**src/rtl/fft16_pkg.sv**
```systemverilog
// Shared constants for the 16-point radix-2^2 FFT: data/twiddle widths, rounding bias
// and the Q4.11 twiddle factors W^k = exp(-j*2*pi*k/16) for k = 1..9.
package fft16_pkg;

    localparam int unsigned FFT_WIDTH  = 16;
    localparam int unsigned FFT_FRAC   = 11;
    localparam int unsigned ROUND_BIAS = 1 << (FFT_FRAC - 1);

    typedef logic signed [FFT_WIDTH-1:0] tw_t;

    localparam tw_t W1_R =  16'sd1892;  localparam tw_t W1_I = -16'sd784;
    localparam tw_t W2_R =  16'sd1448;  localparam tw_t W2_I = -16'sd1448;
    localparam tw_t W3_R =  16'sd784;   localparam tw_t W3_I = -16'sd1892;
    localparam tw_t W4_R =  16'sd0;     localparam tw_t W4_I = -16'sd2048;
    localparam tw_t W5_R = -16'sd784;   localparam tw_t W5_I = -16'sd1892;
    localparam tw_t W6_R = -16'sd1448;  localparam tw_t W6_I = -16'sd1448;
    localparam tw_t W7_R = -16'sd1892;  localparam tw_t W7_I = -16'sd784;
    localparam tw_t W8_R = -16'sd2048;  localparam tw_t W8_I =  16'sd0;
    localparam tw_t W9_R = -16'sd1892;  localparam tw_t W9_I =  16'sd784;

endpackage

```
**src/rtl/twiddle_multiplier_cmul_core.sv**
```systemverilog
// Final-stage complex-multiply datapath: combine four products, round half up, then
// saturate (TWIDDLE_SAT_EN defined) or wrap to WIDTH bits; bypass passes the sample through.
module twiddle_cmul_core
    import fft16_pkg::*;
#(
    parameter int unsigned WIDTH = FFT_WIDTH,
    parameter int unsigned FRAC  = FFT_FRAC
) (
    input  logic signed [2*WIDTH-1:0] pr_rr,
    input  logic signed [2*WIDTH-1:0] pr_ii,
    input  logic signed [2*WIDTH-1:0] pr_ri,
    input  logic signed [2*WIDTH-1:0] pr_ir,
    input  logic signed [WIDTH-1:0]   byp_r,
    input  logic signed [WIDTH-1:0]   byp_i,
    input  logic                      sel,
    output logic signed [WIDTH-1:0]   yr_c,
    output logic signed [WIDTH-1:0]   yi_c
);

    localparam int unsigned SW = 2 * WIDTH + 1;
    localparam logic signed [SW-1:0] RBIAS = SW'(1) <<< (FRAC - 1);
    localparam logic signed [SW-1:0] MAXV  = SW'((64'd1 << (WIDTH - 1)) - 64'd1);
    localparam logic signed [SW-1:0] MINV  = -MAXV - SW'(1);

    logic signed [SW-1:0] sum_r, sum_i, rnd_r, rnd_i;

    function automatic logic signed [WIDTH-1:0] limit(input logic signed [SW-1:0] v);
`ifdef TWIDDLE_SAT_EN
        if (v > MAXV)      return WIDTH'(MAXV);
        else if (v < MINV) return WIDTH'(MINV);
        else               return WIDTH'(v);
`else
        return WIDTH'(v);
`endif
    endfunction

    always_comb begin
        sum_r = SW'(pr_rr) - SW'(pr_ii);
        sum_i = SW'(pr_ri) + SW'(pr_ir);
        rnd_r = (sum_r + RBIAS) >>> FRAC;
        rnd_i = (sum_i + RBIAS) >>> FRAC;
        yr_c  = byp_r;
        yi_c  = byp_i;
        if (sel) begin
            yr_c = limit(rnd_r);
            yi_c = limit(rnd_i);
        end
    end

endmodule

```
**src/rtl/twiddle_multiplier.sv**
```systemverilog
// Three-stage twiddle multiplier (register inputs, products, round/limit) with ready/valid
// backpressure; TWIDDLE_SAT_EN selects saturating instead of wrapping results.
module twiddle_multiplier
    import fft16_pkg::*;
#(
    parameter int unsigned WIDTH = FFT_WIDTH,
    parameter int unsigned FRAC  = FFT_FRAC
) (
    input  logic                    clk,
    input  logic                    rst,
    input  logic                    in_valid,
    output logic                    in_ready,
    input  logic signed [WIDTH-1:0] ar,
    input  logic signed [WIDTH-1:0] ai,
    input  logic signed [WIDTH-1:0] br,
    input  logic signed [WIDTH-1:0] bi,
    input  logic                    mux_selection,
    output logic                    Multiplier_Enable,
    output logic                    out_valid,
    input  logic                    out_ready,
    output logic signed [WIDTH-1:0] yr,
    output logic signed [WIDTH-1:0] yi
);

    localparam int unsigned PW = 2 * WIDTH;

    logic                    advance;
    logic                    s1_valid, s1_sel;
    logic signed [WIDTH-1:0] s1_ar, s1_ai, s1_br, s1_bi;
    logic                    s2_valid, s2_sel;
    logic signed [WIDTH-1:0] s2_ar, s2_ai;
    logic signed [PW-1:0]    s2_rr, s2_ii, s2_ri, s2_ir;
    logic signed [WIDTH-1:0] cm_yr, cm_yi;

    // Whole pipeline moves as one; a stalled output freezes every stage.
    assign advance           = !out_valid || out_ready;
    assign in_ready          = rst || advance;
    assign Multiplier_Enable = in_valid && advance && !rst;

    always_ff @(posedge clk) begin
        if (rst) begin
            s1_valid  <= 1'b0;
            s1_sel    <= 1'b0;
            s1_ar     <= '0;
            s1_ai     <= '0;
            s1_br     <= '0;
            s1_bi     <= '0;
            s2_valid  <= 1'b0;
            s2_sel    <= 1'b0;
            s2_ar     <= '0;
            s2_ai     <= '0;
            s2_rr     <= '0;
            s2_ii     <= '0;
            s2_ri     <= '0;
            s2_ir     <= '0;
            out_valid <= 1'b0;
            yr        <= '0;
            yi        <= '0;
        end else if (advance) begin
            s1_valid  <= in_valid;
            s1_sel    <= mux_selection;
            s1_ar     <= ar;
            s1_ai     <= ai;
            s1_br     <= br;
            s1_bi     <= bi;
            s2_valid  <= s1_valid;
            s2_sel    <= s1_sel;
            s2_ar     <= s1_ar;
            s2_ai     <= s1_ai;
            s2_rr     <= PW'(s1_ar) * PW'(s1_br);
            s2_ii     <= PW'(s1_ai) * PW'(s1_bi);
            s2_ri     <= PW'(s1_ar) * PW'(s1_bi);
            s2_ir     <= PW'(s1_ai) * PW'(s1_br);
            out_valid <= s2_valid;
            yr        <= cm_yr;
            yi        <= cm_yi;
        end
    end

    twiddle_cmul_core #(
        .WIDTH (WIDTH),
        .FRAC  (FRAC)
    ) u_core (
        .pr_rr (s2_rr),
        .pr_ii (s2_ii),
        .pr_ri (s2_ri),
        .pr_ir (s2_ir),
        .byp_r (s2_ar),
        .byp_i (s2_ai),
        .sel   (s2_sel),
        .yr_c  (cm_yr),
        .yi_c  (cm_yi)
    );

endmodule

```
**config.mk**
```make
export PLATFORM = sky130hd
export DESIGN_NAME = twiddle_multiplier
export DESIGN_NICKNAME = d
export VERILOG_FILES = /design/src/rtl/fft16_pkg.sv /design/src/rtl/twiddle_multiplier_cmul_core.sv /design/src/rtl/twiddle_multiplier.sv
export SDC_FILE = /design/constraint.sdc
export NUM_CORES = 2
export LEC_CHECK = 0
export CAP_MARGIN = 20
export CORE_MARGIN = 1
export CORE_UTILIZATION = 55
export CTS_BUF_LIST = sky130_fd_sc_hd__clkbuf_2
export DETAILED_ROUTE_END_ITERATION = 7
export GPL_ROUTABILITY_DRIVEN = 0
export PLACE_DENSITY = 0.81
export SETUP_SLACK_MARGIN = 0.2
export SLEW_MARGIN = 40
export SYNTH_ARGS = -nofsm -noshare
export SYNTH_HDL_FRONTEND = slang
export SYNTH_SLANG_ARGS = --single-unit
```
**constraint.sdc**
```tcl
create_clock -name clk -period 6.6 [get_ports clk]
set_clock_uncertainty 0.15 [all_clocks]
set_input_delay 0.66 -clock clk [delete_from_list [all_inputs] [get_ports clk]]
set_output_delay 0.66 -clock clk [all_outputs]
set_load 0.05 [all_outputs]
```
==> metrics.md <==
| Metric | Value |
|---|---|
| Largest net degree at the start of global routing | 162 |
| DRC violations left | 0 |
| Crit path kind | reg2reg |
| Setup TNS | 0 ns |
| GR Util met3 | 0.0833 |
| 1st-iter DRT viols | between 3000 and 4000 |
| Worst R2R Path Depth | 21 |
| # clock sinks | 241 |
| Final worst slack | 0.269 ns |
| Nets@finish | 6689 |
| First-pass GRT wire length | 207000 µm |
| H-tree levels | 3 |
| Max_slew headroom | 0.369 |
| Clk Latency, worst-skew pair | 1.20 ns |
| Largest cells by area after synthesis | fa_1, ha_1, dfxtp_1 |
| Predominant post-synthesis flop cell | dfxtp_1 |
| Synthesis warning total | 0 |
| Max Cap Violations | 0 |
| Total grt overflow | 0 |
| Worst hold path class | in2reg |
| Worst EP required | 7.38 ns |
| # setup viols final | 0 |
| Synth cell types | 73 |
| Flop pwr share | 0.177 |
| Pwr per Cell Area | 230 nW/µm² |
| Final HPWL DP | 99600 µm |
| Seq cells post-synth | 241 |
| Period utilization | 0.959 |
| Post-synth EDFFs | 0 |
| Worst Setup End Kind | flip-flop |
| Reg clk slew, reported paths | 0.17 ns |
| Worst vdd ir | between 0.2 and 0.25 mV |
| Int Pwr | 5.51 mW |
| Hold Crit Depth | 3 |
| Synth Cell Area | 45200 µm² |
| Routed vias | 36834 |
| Clock power share | 0.117 |
| Post-Place Cell Area | about 48000 µm² |
| Root buf cell | clkbuf_2 |
| CP max FO | 8 |
| Wire per inst | 20.5 µm |
| I/O Buffers | ~100 |
| Initial antenna violation count | 9 |
| Syn-to-layout area delta | 9.81% |
| Minimum clock period | ~6.3 ns |
| Worst stage delay on the critical path | 0.58 ns |
| Hold Fails Final Rpt | 0 |
| Via/cell ratio | 5.71 |
| Post-Layout Inst Area | 49600 µm² |
| Worst-Margin Slew | 0.947 ns |
| Initial DRT Pass Iterations | 8 |
| Total power | 11.4 mW |
| Comb power frac | 0.706 |
| GR peak layer | met2 |
| Grt met2 use | 0.502 |
| Status | finished clean |
| CP max stage cell | fa_1 |
| Synth Net Count | roughly 6600 |
| Io pins | about 100 |
| Most used cell, CP | fa_1 |
| Post-route ant nets | 0 |
| CTS tree | yes |
| Total die area | 83300 µm² |
| Gate Count Post-Synth | 5249 |
| NetSw | slightly below 6 mW |
| Largest area contributor in the netlist | fa_1 |
| Placed Cells | about 6300 |
| Fmax | about 160 MHz |
| Die width | around 290 µm |
| Count leader, synth | inv_1 |
| Cell Count, Final, Fillers Out | 6453 |
| DRT Wirelength | between 100000 and 150000 µm |
| Sw frac | 0.516 |
| Die Y | 289 µm |
| Arrival @ worst endpoint | 7.11 ns |
| Crit-path cells | buf_4, nand2_1, fa_1, inv_1, fa_1, fa_1, fa_1, fa_1, inv_1, fa_1, inv_1, ha_1, a21o_1, a21oi_1, o21ai_2, and3_1, a21oi_1, nand3b_1, a21o_1, a2111oi_4, a211oi_1 |
| Syn Area/Cell | between 8 and 9 µm² |
| Met1 global-route usage | 0.418 |
| Core Rows | 104 |
| Post-synth top area share | 0.388 |
| Share of cells above drive strength 1 | 0.0648 |
| Post-synthesis sequential area ratio | 0.107 |
| Place WS | -0.0573 ns |
| Vias in the first global route | 38577 |
| Async set or reset register ratio after synthesis | 0 |
| Count of final max-slew check failures | 0 |
| CTS Buf Count | 70 |
| GRT Total Usage | 0.323 |
| RSZ-0062 raised after global routing | yes |
| Most instantiated cells after synthesis | inv_1, fa_1, nand2_1, and2_1, ha_1 |
| Critical Path Start Type | flip-flop |
| Max Root-Sink Buffers | 3 |
| Core Box Area | 80900 µm² |
| Pleak | 24.6 nW |
| Initial Util | 0.558 |
-- final cells by class --
| type | instances | area, µm² |
|---|---|---|
| diodes | 4 | 10.0 |
| clock buffers | 88 | 440 |
| clock inverters | 31 | 253 |
| fillers | 6490 | 31300 |
| inverters | 1114 | 4190 |
| multi-input cells | 3613 | 35300 |
| flip-flops and latches | 241 | 4900 |
| well taps | 1060 | 1330 |
| repair buffers | 302 | 3150 |
-- sequential cells by signal, indices dropped and copies added (netlist names), 16 cells and up --
register  count
s1_bi        16
s1_br        16
s2_ri        27
yi           16
s2_ai        16
s1_ar        16
s2_ii        27
s2_rr        27
s1_ai        16
s2_ir        27
s2_ar        16
yr           16
-- routing by layer --
layer	up-vias	share of wire
met1	18208	0.37
met4	8	0.061
met3	495	0.12
met5	-	0.00045
li1	15974	-
met2	2149	0.45
-- critical path: cells and delay by family (launching register included) --
family / cells / cell delay [ns]
buffers and inverters: 4 / 0.37
DFF: 1 / 0.46
adders and majority gates: 7 / 3.30
and+or+nand+nor: 3 / 0.41
AOI/OAI and AO/OA: 7 / 1.42
-- repair_timing --
item | CTS | global route
endpoints found under the setup margin | 15 | 36
pin swaps | 0 | 13
gates cloned | 0 | 3
endpoints found under the hold margin | 135 | 0
gates resized for setup | 12 | 106
hold buffers | 53 | 0
setup buffers | 0 | 9
-- power groups by stage --
stage	sequential [mW]	combinational [mW]	clock [mW]
after floorplan	1.95	5.32	0
after global placement	2.03	7.27	0
after detailed placement	2.04	7.53	0
after CTS	2.00	7.62	1.34
after global routing	2.03	8.81	1.41
final	2.02	8.04	1.33
-- through the flow --
stage | hold WS (ns) | util
floorplan | 0.276 | -
global placement | 0.287 | 0.591
detailed placement | 0.293 | 0.591
CTS | 0.00236 | 0.606
global route | 0.0169 | 0.613
finish | 0.0201 | 0.613
-- layout by cell type, fill, tap and decap left out, types with 16 or more instances in the layout --
cell	n
o21ai_0	63
xnor2_1	128
or3_1	16
clkinv_1	17
nand2b_1	29
buf_4	99
dlygate4sd3_1	53
dfxtp_2	26
inv_1	1112
fa_1	868
nand2_1	840
xor2_1	52
nor2_1	143
clkdlybuf4s50_1	102
clkbuf_2	88
nand3_1	25
ha_1	398
and2_1	450
dfxtp_1	204
a21o_1	34
a211oi_1	50
a21oi_1	258
buf_12	28
nor3_1	35
-- logic make-up after synthesis --
| family | Yosys count | share of synthesized area |
|---|---|---|
| simple gates | 1601 | 0.166 |
| buf+inv | 1395 | 0.116 |
| fa+ha+maj | 1278 | 0.500 |
| compound gates | 547 | 0.0752 |
| flops | 241 | 0.107 |
| xor+xnor | 180 | 0.0349 |
| mux | 7 | 0.00155 |
-- path summary, 6_finish.rpt --
kind                                       startpoint                endpoint  slack (ns)
worst min-delay path                           ar[15]  s1_ar[15]$_SDFFE_PP0N_        0.02
worst max register to register  s1_bi[9]$_SDFFE_PP0N_  s2_ii[26]$_SDFFE_PP0N_        0.27
worst min register to register  s2_rr[0]$_SDFFE_PP0N_   s2_rr[0]$_SDFFE_PP0N_        0.31
worst max-delay path            s1_bi[9]$_SDFFE_PP0N_  s2_ii[26]$_SDFFE_PP0N_        0.27
Note: power is estimated with default switching activity, not from simulation.
